File: src/rtl/pipe_stage_skid_reg.sv
// pipe_stage_skid_reg
//   Elastic inter-stage pipeline register with a two-entry skid buffer.
//   Carries one control bundle and one data bundle per entry over a
//   valid/ready handshake. in_ready is registered, so back-pressure never
//   forms a combinational path from out_ready to in_ready. Control bits
//   read as zero on bubbles; flush squashes every held entry.
//
// Ports:
//   clk        rising-edge clock
//   reset      synchronous, active-high reset (priority over flush/handshake)
//   flush      synchronous squash of all held entries
//   in_valid   upstream entry valid
//   in_ready   stage can accept an entry (registered)
//   in_ctrl    upstream control bundle [CTRL_W]
//   in_data    upstream data bundle [DATA_W]
//   out_valid  out_ctrl/out_data hold a valid entry
//   out_ready  downstream accepts the entry
//   out_ctrl   control bundle, zero whenever out_valid=0
//   out_data   data bundle (zero or last loaded on bubbles, per ZERO_DATA_ON_BUBBLE)
//   occupancy  number of held entries (0..2)
module pipe_stage_skid_reg #(
  parameter int unsigned DATA_W              = 96,
  parameter int unsigned CTRL_W              = 8,
  parameter bit          ZERO_DATA_ON_BUBBLE = 1'b1
) (
  input  logic              clk,
  input  logic              reset,
  input  logic              flush,
  input  logic              in_valid,
  output logic              in_ready,
  input  logic [CTRL_W-1:0] in_ctrl,
  input  logic [DATA_W-1:0] in_data,
  output logic              out_valid,
  input  logic              out_ready,
  output logic [CTRL_W-1:0] out_ctrl,
  output logic [DATA_W-1:0] out_data,
  output logic [1:0]        occupancy
);

  // Encoding equals the number of held entries.
  typedef enum logic [1:0] {
    EMPTY = 2'd0,
    ONE   = 2'd1,
    FULL  = 2'd2
  } state_t;

  state_t            state, state_n;
  logic [CTRL_W-1:0] main_ctrl, skid_ctrl;
  logic [DATA_W-1:0] main_data, skid_data;
  logic              up_fire, dn_fire;
  logic              main_ld, main_from_skid, skid_ld;

  // Main entry is valid in ONE and FULL; skid entry only in FULL.
  assign out_valid = (state != EMPTY);
  assign occupancy = state;
  assign up_fire   = in_valid && in_ready;
  assign dn_fire   = out_valid && out_ready;

  always_comb begin
    state_n        = state;
    main_ld        = 1'b0;
    main_from_skid = 1'b0;
    skid_ld        = 1'b0;
    unique case (state)
      EMPTY: begin
        if (up_fire) begin
          state_n = ONE;
          main_ld = 1'b1;
        end
      end
      ONE: begin
        if (up_fire && dn_fire) begin
          main_ld = 1'b1;
        end else if (up_fire) begin
          state_n = FULL;
          skid_ld = 1'b1;
        end else if (dn_fire) begin
          state_n = EMPTY;
        end
      end
      FULL: begin
        // in_ready is low here, so only a drain can occur.
        if (dn_fire) begin
          state_n        = ONE;
          main_from_skid = 1'b1;
        end
      end
      default: state_n = EMPTY;
    endcase
    // Flush discards a same-cycle accept; a same-cycle drain already left.
    if (flush) begin
      state_n        = EMPTY;
      main_ld        = 1'b0;
      main_from_skid = 1'b0;
      skid_ld        = 1'b0;
    end
  end

  always_ff @(posedge clk) begin
    if (reset) begin
      state     <= EMPTY;
      in_ready  <= 1'b1;
      main_ctrl <= '0;
      main_data <= '0;
      skid_ctrl <= '0;
      skid_data <= '0;
    end else begin
      state    <= state_n;
      in_ready <= (state_n != FULL);
      if (main_ld) begin
        main_ctrl <= in_ctrl;
        main_data <= in_data;
      end else if (main_from_skid) begin
        main_ctrl <= skid_ctrl;
        main_data <= skid_data;
      end
      if (skid_ld) begin
        skid_ctrl <= in_ctrl;
        skid_data <= in_data;
      end
    end
  end

  assign out_ctrl = out_valid ? main_ctrl : '0;
  assign out_data = (out_valid || !ZERO_DATA_ON_BUBBLE) ? main_data : '0;

endmodule

File: config.mk
export PLATFORM = sky130hd
export DESIGN_NAME = pipe_stage_skid_reg
export DESIGN_NICKNAME = d
export VERILOG_FILES = /design/src/rtl/pipe_stage_skid_reg.sv
export SDC_FILE = /design/constraint.sdc
export NUM_CORES = 1
export LEC_CHECK = 0
export BUFFER_PORTS_ARGS = -buffer_cell sky130_fd_sc_hd__buf_4
export CAP_MARGIN = 10
export CORE_ASPECT_RATIO = 0.5
export CORE_MARGIN = 1.5
export CORE_UTILIZATION = 50
export CTS_BUF_LIST = sky130_fd_sc_hd__clkbuf_4 sky130_fd_sc_hd__clkbuf_8 sky130_fd_sc_hd__clkbuf_16
export DETAILED_ROUTE_END_ITERATION = 6
export PLACE_DENSITY_LB_ADDON = 0.05
export SKIP_CTS_REPAIR_TIMING = 1
export SLEW_MARGIN = 40
export SYNTH_ARGS = -nofsm -noshare
export SYNTH_HDL_FRONTEND = slang
export SYNTH_SLANG_ARGS = --single-unit
export TNS_END_PERCENT = 50
File: constraint.sdc
create_clock -name clk -period 2.05 [get_ports clk]
set_input_delay 0.1025 -clock clk [delete_from_list [all_inputs] [get_ports clk]]
set_output_delay 0.1025 -clock clk [all_outputs]
set_load 0.005 [all_outputs]
* Yosys cells after proc, flatten, opt, wreduce, memory -nomap -nowiden
Cells that the tools add are included.
Word-level totals: bits of input ports 109, word-level logic and storage cells 38, bits in registers 211, output and inout bits 108
Operators by class: reductions and logical operators 6, eq/ne operators 3, multiplexer cells 23
Operators with widths (number):
- 96-bit 2-to-1 mux | 3
- 8-bit 2-to-1 mux | 3
- 2-bit 2-to-1 mux | 6
- 1-bit 2-to-1 mux | 9
- 2-bit one-hot mux with 3 select lines | 1
- 2-bit nonzero test | 2
- 1-bit logical AND | 3
- 2-bit by 1-bit equality test with 1-bit output (second input constant) | 1
- 2-bit equality test (second input constant) | 1
- 2-bit logical NOT | 1
- 2-bit inequality test (second input constant) | 1
- 1-bit one-hot mux with 2 select lines | 1

* Longest topological paths before layout
word-level depth 8, gate-level depth with buffers 8, mapped depth without buffers 4

* Worst setup path after synthesis
Ideal clock, no wire load.
kind flip-flop to flip-flop, start point register state[1] (netlist: occupancy[1]), end point register main_data[57], data required time 1.903 ns, library setup time 0.147 ns, arrival 1.593 ns, clock period less this slack 1.740 ns, setup slack 0.310 ns, stages on the path, launching flop included 8, path buffers 4, path through dfxtp_1 buf_2 or4_1 buf_2 buf_6 buf_2 nor2_1 a311oi_2
On the way: cells in the longest elaborated chain, start to end 7, elaborated cells between the ends (all ways) 14, those cells by class eq/ne (2); mux (7); reduce/logical (5)
Ends and longest elaborated chain:
- start: declaration | line 47 | state_t state, state_n;
- start signal: assignment | line 108 | state <= state_n;
- 2-bit nonzero test | line 54 | assign out_valid = (state != EMPTY);
- 1-bit logical AND | line 57 | assign dn_fire = out_valid && out_ready;
- 1-bit logical AND | line 72 | if (up_fire && dn_fire) begin
- 1-bit 2-to-1 mux | line 72
- 1-bit one-hot mux with 2 select lines | line 64 | unique case (state)
- 1-bit 2-to-1 mux | line 91 | if (flush) begin
- 96-bit 2-to-1 mux / 2-bit nonzero test (equally long branches)
- end signal: assignment | line 112 | main_data <= in_data;
- end signal: assignment | line 115 | main_data <= skid_data;
- end: declaration | line 49 | logic [DATA_W-1:0] main_data, skid_data;
Parallel ways exist; a longest one is shown, timed or not. A chain may end at the register's enable or synchronous reset.

* Worst setup path in the final report
start point register state[0] (netlist: occupancy[0]), end point output port out_data[85]
On the way: cells in the longest elaborated chain, start to end 2
Ends and longest elaborated chain:
- 2-bit nonzero test | line 54
- 96-bit 2-to-1 mux | line 125 | assign out_data = (out_valid || !ZERO_DATA_ON_BUBBLE) ? main_data : '0;
- end: declaration | line 36 | output logic [DATA_W-1:0] out_data,
Every way passes these cells.

==> metrics.cfg <==
[critical_path]
startpoint_type=flip-flop
cp.arrival_ns=1.86
reg2regPathDepth=5
cp-end-kind=output port
critical_path_required_ns=1.95
r2r_start=occupancy[0]
timing.reg2reg.setup_slack_ns=0.14
critPathKind=flip-flop to output port
reg2reg_to=main_data[1]
cp_max_fo=57

[sta]
max_clock_freq_mhz=510
worst_slack_ns=0.0873
finalSetupViolations=0
hold_viol=0
period_needed_ns=1.96
worstMarginPinSlew_ns=0.746
period_share=0.957
final.setup.tns_ns=0
max_slew_margin=0.503
maxSlewViolCount=0
rsz0062_at_grt=false
worst_clock_skew_ns=0.0125

[placement]
routabilityCongestion=0.779
dp_hpwl_um=14900
portBuffers=216
placed_area_sq_mm=0.0112
dp_worst_setup_slack_ns=0.198

[logic_synthesis]
synth-xor-area-share=0
yosysSeqAreaShare=0.449
yosys.area_share.simple=0.287
ys_warn_count=0
ys_types=23
synth_top_family_by_area=simple AND/OR/NAND/NOR gates
syn_area_sq_mm=0.00942
synth-main-ff-cell=dfxtp_1
syn-num-nets=1275
avgSynthCellArea_sq_um=8.07
synth_compound_area_frac=0.208
synth_cells=1166
synth_edf_count=0
async_flop_share=0
synthMuxAreaShare=0.00213
ys_ff_latch=211
yosys.area_share.adder=0

[run_status]
outcome=finished, final reports clean

[cells_and_area]
n_antenna_cell=0
final_nets=1531
design_area_sq_mm=0.0129
fillCellCount=1478
layout_commonest_cell=nand2_1
areaGrowthSynthToFinish_pct=36.7
multi_input_area_sq_mm=0.00470
final_util=0.698
drive_gt1_frac=0.249
seqCellArea_sq_mm=0.00423
layout_common_cells=nand2_1 (418), buf_4 (219), dfxtp_1 (210)

[floorplanning]
ios=217
dieArea_sq_mm=0.0197
die_height_um=100
fp-row-count=35
initial_core_util=0.511
die_w_um=197
core_sq_mm=0.0184

[clocking]
htree_num_levels=1
cts_root_buf=clkbuf_16
cts_sinks=211
clk-insertion-delay-late_ns=0.49
cts_tree=yes
clk_path_buf_depth=3
numCtsBuffers=20
clkSlewWorstSetupHoldPaths_ns=0.07

[route]
wl_met3_um=1560
wire_per_inst_um=15.0
drc_errors=0
wl_met2_um=11800
top_layer=met4
via_count=8866
routed_wl_um=25400
met1_length_um=11800
via_per_inst=5.23
ant_nets=0
drt_iter0_markers=532
dr.pass1.iters=5

[power]
irDropWorstVdd_mv=0.514
p_per_area_mw_per_mm2=702
leakagePower_nw=4.90
total_power_mw=9.03

[flow_run]
max_cap_violations=0

[global_routing]
grt_use_total=0.240
antenna_found_initial=0
grt_max_degree=121
grt_pass1_vias=7929
grt_overflow=0
grt_first_pass_wirelength_um=38900

[worst_hold_path]
hold_class=input port to flip-flop
hold_end=skid_data[3]
hp-start=reset
min_path_cells=2

-- routing by layer --
metal / global-route usage / up-vias
met1: 0.329 / 4221
li1: - / 4375
met5: 0 / -
met4: 0.0446 / 0
met3: 0.0548 / 29
met2: 0.391 / 241
-- per-stage QoR --
step / hold WS, ns / cells
5_1_grt: 0.252 / 1695
6_report: 0.215 / 1695
4_1_cts: -0.191 / 1588
2_1_floorplan: 0.181 / 1166
3_3_place_gp: 0.330 / 1552
3_5_place_dp: 0.334 / 1552
-- worst max path at each step --
stage | startpoint | to | slack, ns | cells past startpoint
after floorplan | occupancy[1] | main_data[57] | 0.31 | 7
after global placement | occupancy[0] | skid_data[21] | 0.22 | 5
after detailed placement | occupancy[0] | skid_data[21] | 0.20 | 5
after CTS | occupancy[1] | out_data[21] | -0.10 | 4
after global routing | occupancy[0] | out_data[22] | 0.03 | 4
final | occupancy[0] | out_data[85] | 0.09 | 4
-- cells by family after synthesis --
group / Yosys count
multiplexers: 2
buffers and inverters: 106
flip-flops: 211
AO/OA/AOI/OAI: 210
AND/OR/NAND/NOR: 637
-- cell usage after synthesis (2+ instances only) --
library cell / instances / share of area
a311oi_2: 81 / 0.13
and2_1: 104 / 0.069
dfxtp_1: 211 / 0.45
a311oi_1: 23 / 0.021
a21oi_1: 104 / 0.055
buf_1: 9 / 0.0036
nor2_1: 105 / 0.042
clkbuf_1: 63 / 0.025
buf_6: 12 / 0.014
buf_2: 22 / 0.012
mux2i_1: 2 / 0.0021
or4_1: 2 / 0.0016
nand2_1: 418 / 0.17
-- power by group --
part           switching, mW  internal [mW]
clock network           1.61           2.04
registers             0.0755           4.26
logic                  0.501          0.546
total                   2.18           6.85
-- state kept, by name, summed over array words and instances, names as in the netlist --
| signal | count |
|---|---|
| in_ready | 1 |
| skid_data | 96 |
| main_ctrl | 8 |
| skid_ctrl | 8 |
| main_data | 96 |
| occupancy | 2 |
-- worst max-delay path: stages (launching register included) --
cell and delay (ns):
dfxtp_1 0.39, or2_2 0.37, buf_12 0.18, and2_1 0.23, buf_4 0.14
-- area by class of cell --
| type | instances | share of cell area |
|---|---|---|
| Multi-Input combinational cell | 849 | 0.365 |
| Sequential cell | 211 | 0.328 |
| Timing Repair Buffer | 340 | 0.232 |
| Clock buffer | 29 | 0.0465 |
| Tap cell | 259 | 0.0252 |
| Clock inverter | 7 | 0.00311 |
Note: power is estimated with default switching activity, not from simulation.
